File: src/rtl/dmem_arbiter_pkg.sv
// rtl/dmem_arbiter_pkg.sv - shared types and constants for the data-memory arbiter
package dmem_arbiter_pkg;

  typedef enum logic [1:0] {
    ARB_NONE = 2'd0,
    ARB_M0   = 2'd1,
    ARB_M1   = 2'd2
  } arb_owner_t;

  localparam int DMEM_ARB_MAX_BURST = 4;
  localparam int DMEM_ADDR_W        = 32;
  localparam int DMEM_DATA_W        = 32;

  // Command captured by the issue stage
  typedef struct packed {
    logic                   we;
    logic [DMEM_ADDR_W-1:0] addr;
    logic [DMEM_DATA_W-1:0] wdata;
  } dmem_cmd_t;

  // The master that is not o (NONE maps to M0)
  function automatic arb_owner_t arb_other(input arb_owner_t o);
    return (o == ARB_M0) ? ARB_M1 : ARB_M0;
  endfunction

endpackage

File: src/rtl/dmem_arb_ctrl.sv
// rtl/dmem_arb_ctrl.sv - owner FSM with round-robin tie break and burst limit
module dmem_arb_ctrl
  import dmem_arbiter_pkg::*;
#(
  parameter int MAX_BURST = DMEM_ARB_MAX_BURST
) (
  input  logic       clk,
  input  logic       rst_n,
  input  logic       m0_req_i,
  input  logic       m1_req_i,
  output arb_owner_t owner_o,
  output arb_owner_t owner_nxt_o
);

  // One spare code above MAX_BURST so the increment never wraps
  localparam int BW = $clog2(MAX_BURST + 2);

  arb_owner_t    owner_q, owner_d;
  arb_owner_t    rr_last_q, rr_last_d;
  logic [BW-1:0] burst_q, burst_d, burst_inc;
  logic          own_req, oth_req;

  // Next owner: accepts count toward the burst; hand over on limit or on release
  always_comb begin
    owner_d   = owner_q;
    rr_last_d = rr_last_q;
    burst_d   = burst_q;
    burst_inc = burst_q + 1'b1;
    own_req   = (owner_q == ARB_M0) ? m0_req_i : m1_req_i;
    oth_req   = (owner_q == ARB_M0) ? m1_req_i : m0_req_i;
    case (owner_q)
      ARB_M0, ARB_M1: begin
        if (own_req) begin
          if (oth_req && (burst_inc >= BW'(MAX_BURST))) begin
            owner_d   = arb_other(owner_q);
            rr_last_d = owner_q;
            burst_d   = '0;
          end else if (burst_q != BW'(MAX_BURST)) begin
            burst_d = burst_inc;
          end
        end else begin
          burst_d = '0;
          owner_d = oth_req ? arb_other(owner_q) : ARB_NONE;
        end
      end
      default: begin
        burst_d = '0;
        if (m0_req_i && m1_req_i) owner_d = arb_other(rr_last_q);
        else if (m0_req_i)        owner_d = ARB_M0;
        else if (m1_req_i)        owner_d = ARB_M1;
        else                      owner_d = ARB_NONE;
      end
    endcase
  end

  // State register; rr_last starts at M1 so m0 wins the first tie
  always_ff @(posedge clk or negedge rst_n) begin
    if (!rst_n) begin
      owner_q   <= ARB_NONE;
      rr_last_q <= ARB_M1;
      burst_q   <= '0;
    end else begin
      owner_q   <= owner_d;
      rr_last_q <= rr_last_d;
      burst_q   <= burst_d;
    end
  end

  assign owner_o     = owner_q;
  assign owner_nxt_o = owner_d;

endmodule

File: src/rtl/dmem_arbiter.sv
// rtl/dmem_arbiter.sv - two-master data-memory arbiter; optional counters under DMEM_ARB_STATS_EN
module dmem_arbiter
  import dmem_arbiter_pkg::*;
#(
  parameter int ADDR_WIDTH = DMEM_ADDR_W,
  parameter int DATA_WIDTH = DMEM_DATA_W,
  parameter int MAX_BURST  = DMEM_ARB_MAX_BURST
) (
  input  logic                  clk,
  input  logic                  rst_n,
  input  logic                  m0_req,
  input  logic                  m0_we,
  input  logic [ADDR_WIDTH-1:0] m0_addr,
  input  logic [DATA_WIDTH-1:0] m0_wdata,
  output logic                  m0_gnt,
  output logic [DATA_WIDTH-1:0] m0_rdata,
  output logic                  m0_rvalid,
  input  logic                  m1_req,
  input  logic                  m1_we,
  input  logic [ADDR_WIDTH-1:0] m1_addr,
  input  logic [DATA_WIDTH-1:0] m1_wdata,
  output logic                  m1_gnt,
  output logic [DATA_WIDTH-1:0] m1_rdata,
  output logic                  m1_rvalid,
  output logic [ADDR_WIDTH-1:0] mem_address,
  output logic                  mem_write_en,
  output logic [DATA_WIDTH-1:0] mem_data_in,
  input  logic [DATA_WIDTH-1:0] mem_data_out,
  output logic [1:0]            owner
`ifdef DMEM_ARB_STATS_EN
  ,
  output logic [31:0]           m0_acc_cnt,
  output logic [31:0]           m1_acc_cnt,
  output logic [31:0]           m1_wait_cnt
`endif
);

  arb_owner_t            owner_cur, owner_nxt;
  logic                  acc0, acc1, acc;
  dmem_cmd_t             cmd_d, cmd_q;
  logic                  stage_valid_q, stage_src_q, mem_we_q;
  logic                  gnt0_q, gnt1_q;
  logic                  rd0_hit, rd1_hit;
  logic                  rvalid0_q, rvalid1_q;
  logic [DATA_WIDTH-1:0] rdata0_q, rdata1_q;

  dmem_arb_ctrl #(.MAX_BURST(MAX_BURST)) u_ctrl (
    .clk         (clk),
    .rst_n       (rst_n),
    .m0_req_i    (m0_req),
    .m1_req_i    (m1_req),
    .owner_o     (owner_cur),
    .owner_nxt_o (owner_nxt)
  );

  assign acc0 = m0_req & (owner_cur == ARB_M0);
  assign acc1 = m1_req & (owner_cur == ARB_M1);
  assign acc  = acc0 | acc1;

  // Command mux: at most one master owns the port
  always_comb begin
    cmd_d = '{we: m0_we, addr: m0_addr, wdata: m0_wdata};
    if (acc1) cmd_d = '{we: m1_we, addr: m1_addr, wdata: m1_wdata};
  end

  // Grants are flopped from the next owner so they match the owner register
  always_ff @(posedge clk or negedge rst_n) begin
    if (!rst_n) begin
      gnt0_q <= 1'b0;
      gnt1_q <= 1'b0;
    end else begin
      gnt0_q <= (owner_nxt == ARB_M0);
      gnt1_q <= (owner_nxt == ARB_M1);
    end
  end

  // Issue stage: address/data hold when idle, write strobe only for a fresh write
  always_ff @(posedge clk or negedge rst_n) begin
    if (!rst_n) begin
      stage_valid_q <= 1'b0;
      stage_src_q   <= 1'b0;
      mem_we_q      <= 1'b0;
      cmd_q         <= '0;
    end else begin
      stage_valid_q <= acc;
      mem_we_q      <= acc & cmd_d.we;
      if (acc) begin
        stage_src_q <= acc1;
        cmd_q       <= cmd_d;
      end
    end
  end

  assign rd0_hit = stage_valid_q & ~cmd_q.we & ~stage_src_q;
  assign rd1_hit = stage_valid_q & ~cmd_q.we &  stage_src_q;

  // Read return: sample the memory one edge after issue, hold until the next read
  always_ff @(posedge clk or negedge rst_n) begin
    if (!rst_n) begin
      rvalid0_q <= 1'b0;
      rvalid1_q <= 1'b0;
      rdata0_q  <= '0;
      rdata1_q  <= '0;
    end else begin
      rvalid0_q <= rd0_hit;
      rvalid1_q <= rd1_hit;
      if (rd0_hit) rdata0_q <= mem_data_out;
      if (rd1_hit) rdata1_q <= mem_data_out;
    end
  end

  assign m0_gnt       = gnt0_q;
  assign m1_gnt       = gnt1_q;
  assign m0_rvalid    = rvalid0_q;
  assign m1_rvalid    = rvalid1_q;
  assign m0_rdata     = rdata0_q;
  assign m1_rdata     = rdata1_q;
  assign mem_address  = cmd_q.addr;
  assign mem_data_in  = cmd_q.wdata;
  assign mem_write_en = mem_we_q;
  assign owner        = owner_cur;

`ifdef DMEM_ARB_STATS_EN
  logic [31:0] m0_acc_q, m1_acc_q, m1_wait_q;

  // Saturating accept and m1 wait counters
  always_ff @(posedge clk or negedge rst_n) begin
    if (!rst_n) begin
      m0_acc_q  <= '0;
      m1_acc_q  <= '0;
      m1_wait_q <= '0;
    end else begin
      if (acc0 && (m0_acc_q != '1)) m0_acc_q <= m0_acc_q + 1'b1;
      if (acc1 && (m1_acc_q != '1)) m1_acc_q <= m1_acc_q + 1'b1;
      if (m1_req && !gnt1_q && (m1_wait_q != '1)) m1_wait_q <= m1_wait_q + 1'b1;
    end
  end

  assign m0_acc_cnt  = m0_acc_q;
  assign m1_acc_cnt  = m1_acc_q;
  assign m1_wait_cnt = m1_wait_q;
`endif

endmodule

File: config.mk
export PLATFORM = sky130hd
export DESIGN_NAME = dmem_arbiter
export DESIGN_NICKNAME = d
export VERILOG_FILES = /design/src/rtl/dmem_arbiter_pkg.sv /design/src/rtl/dmem_arb_ctrl.sv /design/src/rtl/dmem_arbiter.sv
export SDC_FILE = /design/constraint.sdc
export NUM_CORES = 1
export LEC_CHECK = 0
export CAP_MARGIN = 20
export CORE_MARGIN = 5
export CORE_UTILIZATION = 45
export CTS_CLUSTER_DIAMETER = 40
export DETAILED_ROUTE_END_ITERATION = 10
export PLACE_DENSITY_LB_ADDON = 0.08
export SYNTH_ARGS = -nofsm -noshare
export SYNTH_HDL_FRONTEND = slang
export SYNTH_SLANG_ARGS = --single-unit
File: constraint.sdc
create_clock -name clk -period 5.2 [get_ports clk]
set_input_delay 1.3 -clock clk [delete_from_list [all_inputs] [get_ports clk]]
set_output_delay 1.3 -clock clk [all_outputs]
set_load 0.005 [all_outputs]
# --- After elaboration in Yosys (flattened, before gate mapping) ---
# Cells that the tools add are included.
word_totals:
  regBits: 143
  in_bits: 166
op_classes:
  n_addsub: 1
  magnitude_cmp: 1
  n_eq_ne: 7
  n_mux: 16
  bitwise_logic: 9
  n_reduce_logical: 4
ops:
  columns: ["operator", "count"]
  rows:
  - ["$mux W65", 1]
  - ["$mux W2", 9]
  - ["$mux W3", 4]
  - ["$and A1 B1 Y1", 6]
  - ["$eq A2 B1 Y1 const B", 3]
  - ["$eq A2 B2 Y1 const B", 2]
  - ["$ne A4 B4 Y1 const B", 1]
  - ["$add A3 B1 Y3 const B", 1]
  - ["$ge A3 B3 Y1 const B", 1]
  - ["$ne A3 B3 Y1 const B", 1]
  - ["$reduce_and A3 Y1", 1]
  - ["$logic_and A1 B1 Y1", 2]
  - ["$mux W1", 2]
  - ["$not A1 Y1", 2]
  - ["$reduce_or A2 Y1", 1]
  - ["$or A1 B1 Y1", 1]

# --- Depth between registers and ports, before layout ---
# Gate-level depths: netlist of the first run.
depth:
  depth_word: 7
  ltp_mapped: 8
  mapped_depth_nobuf: 6

# --- Modules after synthesis ---
# Synthesis of the first run repeated with hierarchy kept, for this count alone.
hier_totals:
  hier_cells: 641
  area_unflattened_um2: 7327.0
by_module_without_submodules:
  columns: ["mod", "instances", "cells_each", "area_each_um2", "seq_area_each_um2"]
  rows:
  - ["dmem_arbiter", 1, 592, 6879.1, 3403.3]
  - ["dmem_arb_ctrl", 1, 49, 447.9, 176.4]

# --- Least setup slack after synthesis of the first run ---
# Ideal clock, no wire load.
synth_path:
  path_kind: "input port to flip-flop"
  startpoint: "input m1_req"
  endpoint: "register cmd_q (netlist bit mem_address[11])"
  setup_ps: 133
  t_arrival_ps: 2196
  required_time_ps: 5067
  slack_ps: 2870
  path_stages: 7
  n_path_buf: 4
  path_cell_list: "buf_4 > and2_1 > buf_2 > buf_4 > buf_4 > nand2_1 > o21ai_0"
synth_between:
  elab_chain_cells: 2
  elab_cells_between_ends: 3
synth_lines:
  columns: ["item", "line_no", "text"]
  rows:
  - ["start, declared", "dmem_arbiter.sv:18", "input logic m1_req,"]
  - ["$and A1 B1 Y1 (*)", "dmem_arbiter.sv:57", "assign acc1 = m1_req & (owner_cur == ARB_M1);"]
  - ["$mux W65 or $or A1 B1 Y1 (tied branches)", "dmem_arbiter.sv:63, dmem_arbiter.sv:58", null]
  - ["end signal, assigned", "dmem_arbiter.sv:89", "cmd_q <= cmd_d;"]
  - ["end, declared", "dmem_arbiter.sv:40", "dmem_cmd_t cmd_d, cmd_q;"]
# Mark *: on every way between the ends. The rest lies on a longest branch, timed or not.
# A chain may end at the register's enable or synchronous reset.

# --- Worst setup path in the final report of the first run ---
layout_path:
  startpoint: "input m0_req"
  endpoint: "register cmd_q (netlist bit mem_address[9])"
layout_between:
  elab_chain_cells: 2
layout_lines:
  columns: ["item", "line_no", "text"]
  rows:
  - ["start, declared", "dmem_arbiter.sv:11", "input logic m0_req,"]
  - ["$and A1 B1 Y1", "dmem_arbiter.sv:56", "assign acc0 = m0_req & (owner_cur == ARB_M0);"]
  - ["$or A1 B1 Y1", "dmem_arbiter.sv:58", "assign acc = acc0 | acc1;"]
# No other way between the ends.

==> flow_metrics.py, run 1 <==
metrics = {
    "clocking": {
        "cts-resized-gates": 0,
        "cts-hold-fix-buffers": 0,
        "cts_tree": "yes",
        "htree_levels": 4,
        "cts_root_buffer": "clkbuf_16",
        "clockBufferDepth": 2,
        "clock-sinks": 143,
        "clkLatencyLatePin_ps": 420,
        "clk_pin_slew_ps": 60,
        "postCtsSetupRepairBufs": 0,
        "cts_inserted_buffers": 17,
    },
    "die": {
        "floorplan.initialDensity": 0.455,
        "fp.dieH_um": 131,
        "ios": 301,
        "std_cell_rows": 44,
        "core_sq_um": 14400,
        "die-area_sq_um": 17100,
        "dieWidth_um": 131,
    },
    "final_layout": {
        "fill_cells": 1099,
        "ff_latch_area_sq_um": 3580,
        "multiInputGateArea_sq_um": 2310,
        "antenna_cells": 0,
        "final_nets": 1013,
        "area_growth_pct": 50.1,
        "layout-drive-gt1-share": 0.0970,
    },
    "global_routing": {
        "grt_max_degree": 105,
        "antenna_found_initial": 0,
        "overflow": 0,
        "track_usage": 0.220,
        "grt_pass1_wl_um": 28600,
        "grt_pass1_vias": 5364,
    },
    "timing": {
        "hold_violations": 0,
        "rsz0062_at_grt": "false",
        "finClkSkew_ps": 6.20,
        "finalCritPeriodShare": 0.604,
        "fmax_mhz": 318,
        "setup_viol": 0,
        "tightest_slew_ps": 922,
        "slew_viol_final": 0,
        "fin_crit_ps": 3140,
        "holdWs_ps": 473,
        "finalSetupTns_ps": 0,
        "relSlewSlack": 0.385,
    },
    "synth": {
        "synth_seq_cells": 143,
        "syn_inst": 613,
        "syn_avg_cell_area_sq_um": 10.7,
        "syn_nets": 783,
        "synth_warnings": 0,
        "ys_types": 36,
        "synth_area_sq_um": 6560,
        "yosysSeqAreaShare": 0.546,
    },
    "worst_hold_path": {
        "hold_depth": 2,
        "hold_end": "m1_rdata[9]",
        "hold_path.class": "register to register",
        "worstHoldStart": "m1_rdata[9]",
    },
    "placement": {
        "place_hpwl_um": 13900,
        "port_buffers": 300,
        "gp_congestion": 0.865,
    },
    "power": {
        "vdd_ir_drop_max_mv": 0.251,
        "leakagePower_nw": 4.50,
        "power_density_nw_per_um2": 573,
    },
    "routing": {
        "wl_per_cell_um": 18.0,
        "drc": 0,
        "routed_wl_um": 18700,
        "drt-initial-drc-count": 310,
        "ant_nets": 0,
        "num_vias": 5144,
        "via_per_inst": 4.95,
        "drt_first_pass_iters": 6,
    },
    "critical_path": {
        "r2r_cells": 6,
        "cp_max_fo": 45,
        "ff2ff_setup_slack_ps": 2650,
        "arrival_ps": 3380,
        "end_kind": "register",
        "cp-start-kind": "input port",
        "reg2reg_to": "mem_address[9]",
        "reg2reg_from": "u_ctrl.owner_o[1]",
        "cp_data_required_time_ps": 5440,
        "crit_type": "input port to register",
    },
    "job": {
        "timing.max_cap.violations": 0,
    },
    "run_status": {
        "status": "complete, no violations",
    },
}
[metal layers]
metal / track usage / up-vias / wire, um
met3: 0.0638 / 25 / 1420
met1: 0.263 / 2472 / 7290
met2: 0.379 / 217 / 9610
met5: 0 / - / 0
met4: 0.0768 / 0 / 379
li1: - / 2430 / -
[power breakdown]
part	internal (mW)	total, mW	leakage, nW	switching, mW
sequential	1.67	1.99	1.73	0.318
combinational	1.47	2.37	2.47	0.899
clock	0.791	1.29	0.306	0.498
total	3.93	5.64	4.50	1.72
[registers in the layout (all words and copies together), names as in the netlist, 2 cells and up]
register          cells
m1_rdata             32
u_ctrl.burst_q        3
m0_rdata             32
mem_data_in          32
mem_address          32
u_ctrl.rr_last_q      2
u_ctrl.owner_o        2
[stage by stage]
step	utilization	cell area [sq um]	power [mW]	setup slack, ps	cells
6_report	0.683	9850	5.64	2060	1040
5_1_grt	0.683	9850	6.01	1920	1040
4_1_cts	0.681	9820	5.71	2070	1039
3_5_place_dp	0.637	9190	4.39	1620	1007
3_3_place_gp	0.637	9190	4.30	1720	1007
2_1_floorplan	-	6560	3.22	2870	613
[logic make-up (layout without fill, tap and decap cells)]
kind of cell,count (synthesis),after routing,synth area share
AO/OA/AOI/OAI,78,78,0.0675
XOR/XNOR,2,2,0.00382
adder cells (fa/ha/maj),4,4,0.00763
buffers and inverters,102,345,0.105
flip-flops,143,143,0.546
multiplexers,99,99,0.158
AND/OR/NAND/NOR,185,185,0.113
[cells in the mapped netlist (all sizes together)]
cell type,count,area share
o21ai,64,0.049
a311oi,1,0.0023
nor2b,1,0.00095
nor3b,1,0.0019
xnor2,1,0.0013
a31oi,1,0.00095
xor2,1,0.0025
nand3b,2,0.0023
o311ai,1,0.0013
nor2,2,0.0011
and2,3,0.0029
o211ai,1,0.0011
inv,6,0.0034
a22o,2,0.0029
a31o,1,0.0013
nand2,170,0.097
nand3,2,0.0023
mux2,34,0.058
nand2b,2,0.0019
clkbuf,8,0.0046
o211a,1,0.0015
a21oi,1,0.0013
o21a,1,0.0011
o22ai,1,0.00095
mux2i,65,0.099
buf,88,0.097
and3b,2,0.0027
dfrtp,142,0.54
ha,4,0.0076
o2bb2ai,2,0.0027
dfstp,1,0.0040
a21boi,1,0.0011
[layout by cell type, fill, tap and decap left out, drive strengths merged]
master         netlist  routed
xnor2                1       1
o211a                1       1
clkinvlp             0       1
o211ai               1       1
o21ai               64      64
clkdlybuf4s50        0     299
o2bb2ai              2       2
nor2b                1       1
dfstp                1       1
inv                  6      11
a31o                 1       1
dfrtp              142     142
a31oi                1       1
ha                   4       4
and2                 3       3
and3b                2       2
xor2                 1       1
nand3b               2       2
buf                 88       8
nor3b                1       1
o22ai                1       1
clkinv               0       4
clkbuf               8      19
mux2i               65      65
nand2              170     170
nand2b               2       2
a21oi                1       1
nor2                 2       2
bufinv               0       3
a311oi               1       1
a21boi               1       1
o21a                 1       1
nand3                2       2
mux2                34      34
o311ai               1       1
a22o                 2       2
[critical path, stage by stage]
cell,delay [ps]
clkdlybuf4s50_1,560
nand2_4,650
buf_4,520
mux2i_1,230
o21ai_0,110
[worst max-delay path by stage]
stage / from / endpoint
after floorplan: m1_req / mem_address[11]
after global placement: m0_req / mem_address[14]
after detailed placement: m0_req / mem_address[17]
after CTS: m0_req / mem_address[9]
after global routing: m1_req / mem_data_in[4]
final: m0_req / mem_address[9]
[layout make-up]
cell class              count  area share
flip-flops and latches    143       0.363
clock buffers              19      0.0460
inverters                   6     0.00229
well taps                 184      0.0234
multi-input cells         368       0.235
clock inverters            13      0.0179
repair buffers            307       0.312
No activity file was read; power rests on OpenSTA's default activity.
==> run 2, diff against run 1 <==
--- a/config.mk
+++ b/config.mk
@@ -7,7 +7,7 @@
 export LEC_CHECK = 0
 export CAP_MARGIN = 20
 export CORE_MARGIN = 5
-export CORE_UTILIZATION = 45
+export CORE_UTILIZATION = 38
 export CTS_CLUSTER_DIAMETER = 40
 export DETAILED_ROUTE_END_ITERATION = 10
 export PLACE_DENSITY_LB_ADDON = 0.08
==> constraint.sdc (replaced) <==
create_clock -name clk -period 2.8 [get_ports clk]
set_input_delay 0.7 -clock clk [delete_from_list [all_inputs] [get_ports clk]]
set_output_delay 0.7 -clock clk [all_outputs]
set_load 0.005 [all_outputs]
==> flow_metrics.py, run 2 (synthesis results as in run 1) <==
metrics = {
    "placement": {
        "place_hpwl_um": 14000,
        "port_buffers": 300,
        "gp_congestion": 0.885,
    },
    "critical_path": {
        "critical_path.top_delay_family": "buffers and inverters",
        "cp_max_fo": 7,
        "worst-path-buf-inv": 1,
        "cp_data_required_time_ps": 2100,
        "critical_path.max_stage_delay_ps": 560,
        "crit_chain": "clkdlybuf4s50_1",
        "end_kind": "primary output",
        "cp-start-kind": "register",
        "cp_slowest_cell": "clkdlybuf4s50_1",
        "crit_type": "register to primary output",
        "arrival_ps": 1420,
    },
    "die": {
        "fp.dieH_um": 141,
        "std_cell_rows": 48,
        "core_sq_um": 17100,
        "die-area_sq_um": 20000,
        "dieWidth_um": 141,
        "ios": 301,
        "floorplan.initialDensity": 0.383,
    },
    "clocking": {
        "clk_pin_slew_ps": 60,
        "clock-sinks": 143,
        "cts_tree": "yes",
        "cts-hold-fix-buffers": 0,
        "cts-resized-gates": 0,
        "cts_root_buffer": "clkbuf_16",
        "htree_levels": 4,
        "clkLatencyLatePin_ps": 410,
        "postCtsSetupRepairBufs": 0,
        "clockBufferDepth": 2,
        "cts_inserted_buffers": 17,
    },
    "run_status": {
        "status": "complete, no violations",
    },
    "final_layout": {
        "layout_common_cells": "299 x clkdlybuf4s50_1, 169 x nand2_1, 142 x dfrtp_1",
        "ff_latch_area_sq_um": 3580,
        "layout-drive-gt1-share": 0.0990,
        "fill_cells": 1462,
        "layout_commonest_cell": "clkdlybuf4s50_1",
        "multiInputGateArea_sq_um": 2310,
        "final_nets": 1017,
        "area_growth_pct": 50.8,
    },
    "power": {
        "vdd_ir_drop_max_mv": 0.448,
        "power_density_nw_per_um2": 1040,
        "power_mw": 10.3,
        "leakagePower_nw": 4.50,
    },
    "timing": {
        "holdWs_ps": 178,
        "finalSetupTns_ps": 0,
        "slew_viol_final": 0,
        "finalCritPeriodShare": 0.757,
        "tightest_slew_ps": 525,
        "fin_crit_ps": 2120,
        "rsz0062_at_grt": "false",
        "setup_viol": 0,
        "finClkSkew_ps": 9.06,
        "relSlewSlack": 0.645,
        "hold_violations": 0,
        "fmax_mhz": 472,
    },
    "global_routing": {
        "grt_pass1_wl_um": 29400,
        "groute.layer.met2.usage": 0.322,
        "antenna_found_initial": 0,
        "overflow": 0,
        "grt.met1_usage": 0.231,
        "track_usage": 0.186,
        "grt_max_degree": 89,
        "busiest_layer": "met2",
        "grt_pass1_vias": 5414,
        "use_met3": 0.0482,
    },
    "routing": {
        "ant_nets": 0,
        "wl_per_cell_um": 17.1,
        "drc": 0,
        "routed_wl_um": 18500,
        "num_vias": 5162,
        "via_per_inst": 4.76,
        "drt-initial-drc-count": 220,
        "drt_first_pass_iters": 4,
    },
    "worst_hold_path": {
        "hold_path.class": "input port to async pin",
    },
    "job": {
        "timing.max_cap.violations": 0,
    },
}
-- run 2: cell types whose count changed in the layout (fill, tap and decap cells not counted), sizes merged --
cell      delta
diode        +1
clkinv       +3
clkinvlp     +2
bufinv       -1
inv          -4
buf          +4
clkbuf       -1
-- run 2: where the power goes --
group,leakage (nW),switching (mW),internal (mW)
combinational,2.49,1.66,2.74
sequential,1.73,0.581,3.10
clock,0.272,0.869,1.31
-- run 2: cell type report --
cell class,instances,share of cell area
repair buffers,311,0.316
clock buffers,18,0.0434
clock inverters,13,0.0143
well taps,225,0.0285
multi-input cells,368,0.234
inverters,6,0.00228
flip-flops and latches,143,0.362
diodes,1,0.000253
-- run 2: per-layer routing --
layer | wire length (um) | vias up
met5 | 0 | -
met4 | 293 | 0
met3 | 1410 | 22
met2 | 9320 | 198
met1 | 7500 | 2507
li1 | - | 2435
-- run 2: through the flow --
step                      instances  setup slack, ps   util  instance area (sq um)
after floorplan                 613             1070      -                   6560
after global placement         1053              440  0.544                   9320
after detailed placement       1053              347  0.544                   9320
after CTS                      1084              641  0.578                   9890
after global routing           1084              612  0.578                   9890
final                          1085              679  0.578                   9890
-- run 2: final timing paths --
kind                              endpoint         startpoint  cells past startpoint  slack, ps
max                               owner[1]  u_ctrl.owner_o[1]                      1        680
min                            m1_rdata[4]              rst_n                      1        180
max reg2reg                mem_data_in[15]  u_ctrl.owner_o[1]                      6        790
min reg2reg                   m1_rdata[31]       m1_rdata[31]                      2        470
max in group asynchronous  mem_address[18]              rst_n                      2       1810
min in group clk              m1_rdata[31]       m1_rdata[31]                      2        470
==> run 3, diff against run 2 <==
--- a/config.mk
+++ b/config.mk
@@ -7,7 +7,7 @@
 export LEC_CHECK = 0
 export CAP_MARGIN = 20
 export CORE_MARGIN = 5
-export CORE_UTILIZATION = 38
+export CORE_UTILIZATION = 42
 export CTS_CLUSTER_DIAMETER = 40
 export DETAILED_ROUTE_END_ITERATION = 10
 export PLACE_DENSITY_LB_ADDON = 0.08
==> constraint.sdc (replaced) <==
create_clock -name clk -period 2 [get_ports clk]
set_input_delay 0.5 -clock clk [delete_from_list [all_inputs] [get_ports clk]]
set_output_delay 0.5 -clock clk [all_outputs]
set_load 0.005 [all_outputs]
==> flow_metrics.py, run 3 (synthesis results as in run 1) <==
metrics = {
    "global_routing": {
        "grt_pass1_vias": 5480,
        "overflow": 0,
        "grt_max_degree": 85,
        "track_usage": 0.200,
        "antenna_found_initial": 1,
        "grt_pass1_wl_um": 28800,
    },
    "critical_path": {
        "r2r_cells": 6,
        "worst-path-buf-inv": 1,
        "crit_type": "register to primary output",
        "ff2ff_setup_slack_ps": 190,
        "arrival_ps": 1410,
        "cp-start-kind": "register",
        "crit_chain": "clkdlybuf4s50_1",
        "end_kind": "primary output",
        "cp.depth": 1,
        "cp_data_required_time_ps": 1500,
        "cp_slowest_cell": "clkdlybuf4s50_1",
        "reg2reg_to": "m0_gnt",
        "critical_path.top_delay_family": "buffers and inverters",
        "setup.worst_path.start": "u_ctrl.owner_o[0]",
        "cp_max_fo": 5,
        "reg2reg_from": "u_ctrl.owner_o[1]",
        "crit_end": "owner[0]",
        "critical_path.max_stage_delay_ps": 560,
    },
    "run_status": {
        "status": "complete, no violations",
    },
    "final_layout": {
        "area_growth_pct": 52.9,
        "fill_cells": 1185,
        "layout_common_cells": "299 x clkdlybuf4s50_1, 169 x nand2_1, 141 x dfrtp_1",
        "layout-drive-gt1-share": 0.107,
        "final_nets": 1025,
        "instances_no_fill": 1080,
        "layout_commonest_cell": "clkdlybuf4s50_1",
    },
    "timing": {
        "finalCritPeriodShare": 0.953,
        "finClkSkew_ps": 7.02,
        "relSlewSlack": 0.756,
        "fmax_mhz": 525,
        "setup_viol": 0,
        "hold_violations": 0,
        "slew_viol_final": 0,
        "fin_crit_ps": 1910,
        "rsz0062_at_grt": "false",
        "finalSetupTns_ps": 0,
        "tightest_slew_ps": 365,
    },
    "die": {
        "fp.dieH_um": 135,
        "ios": 301,
        "die-area_sq_um": 18200,
        "std_cell_rows": 45,
        "floorplan.initialDensity": 0.430,
        "core_sq_um": 15300,
        "dieWidth_um": 135,
    },
    "power": {
        "vdd_ir_drop_max_mv": 0.680,
        "power_density_nw_per_um2": 1460,
        "leakagePower_nw": 4.56,
        "power_mw": 14.6,
    },
    "clocking": {
        "clk_pin_slew_ps": 60,
        "htree_levels": 4,
        "clkLatencyLatePin_ps": 410,
        "cts_root_buffer": "clkbuf_16",
        "cts_inserted_buffers": 17,
        "cts_tree": "yes",
        "clockBufferDepth": 2,
        "clock-sinks": 143,
    },
    "placement": {
        "dpl.cell_count": 1046,
        "place_hpwl_um": 14000,
        "gp_congestion": 0.906,
        "port_buffers": 300,
    },
    "routing": {
        "via_per_inst": 4.77,
        "wl_per_cell_um": 16.8,
        "drt_first_pass_iters": 4,
        "num_vias": 5156,
        "ant_nets": 0,
        "drc": 0,
        "drt-initial-drc-count": 161,
        "routed_wl_um": 18200,
    },
    "job": {
        "timing.max_cap.violations": 0,
    },
    "worst_hold_path": {
        "hold_path.class": "register to register",
        "hold_depth": 2,
    },
}
[run 3: cell count changes in the layout (fill, tap and decap cells not counted), moves of 2 or more]
cell	previous run	this run
buf_12	3	7
buf_4	8	11
clkinv_2	3	0
clkbuf_8	0	2
clkinv_4	4	2
[run 3: tightest hold or removal path, cell delays in order (launching register included)]
cell and delay (ps):
dfrtp_1 340, nand2_1 50, nand2_1 60
[run 3: area by class of cell]
type                    count  area [sq um]  share of cell area
multi-input cells         368          2310               0.230
clock buffers              21           460              0.0459
repair buffers            319          3240               0.323
inverters                   6          22.5             0.00224
flip-flops and latches    143          3580               0.357
clock inverters            11           155              0.0155
well taps                 211           264              0.0263
diodes                      1          2.50            0.000249
[run 3: how the worst min path moves through the flow]
stage / start / endpoint / slack, ps
3_5_place_dp: rst_n / m0_rdata[8] / 430
6_report: m1_rdata[18] / m1_rdata[18] / 470
2_1_floorplan: rst_n / cmd_q[64] / 200
5_1_grt: m1_rdata[28] / m1_rdata[28] / 490
3_3_place_gp: rst_n / m0_rdata[4] / 430
4_1_cts: m1_rdata[10] / m1_rdata[10] / 480
[run 3: stage by stage]
step	util	hold slack [ps]	instance area [sq um]	setup WS, ps
2_1_floorplan	-	204	6560	328
3_3_place_gp	0.616	426	9400	107
3_5_place_dp	0.616	429	9400	41.9
4_1_cts	0.657	476	10000	23.0
5_1_grt	0.658	493	10000	40.5
6_report	0.658	472	10000	94.2
[run 3: report_power, final]
part,internal (mW),total [mW],switching (mW)
Sequential,4.34,5.15,0.809
Clock,2.04,3.25,1.21
Combinational,3.91,6.24,2.33
Total,10.3,14.6,4.35
[run 3: timing repair]
| action | in CTS | in global routing |
|---|---|---|
| hold buffers | 1 | 0 |
| buffers inserted | 0 | 0 |
| resized for setup | 0 | 1 |
| hold endpoints to repair | 32 | 0 |
| endpoints found under the setup margin | 0 | 1 |
[run 3: layer usage]
| metal | wire, um | global-route usage | vias up |
|---|---|---|---|
| li1 | - | - | 2455 |
| met1 | 7100 | 0.238 | 2453 |
| met2 | 8990 | 0.338 | 220 |
| met3 | 1620 | 0.0689 | 28 |
| met4 | 470 | 0.0750 | 0 |
| met5 | 0 | 0 | - |
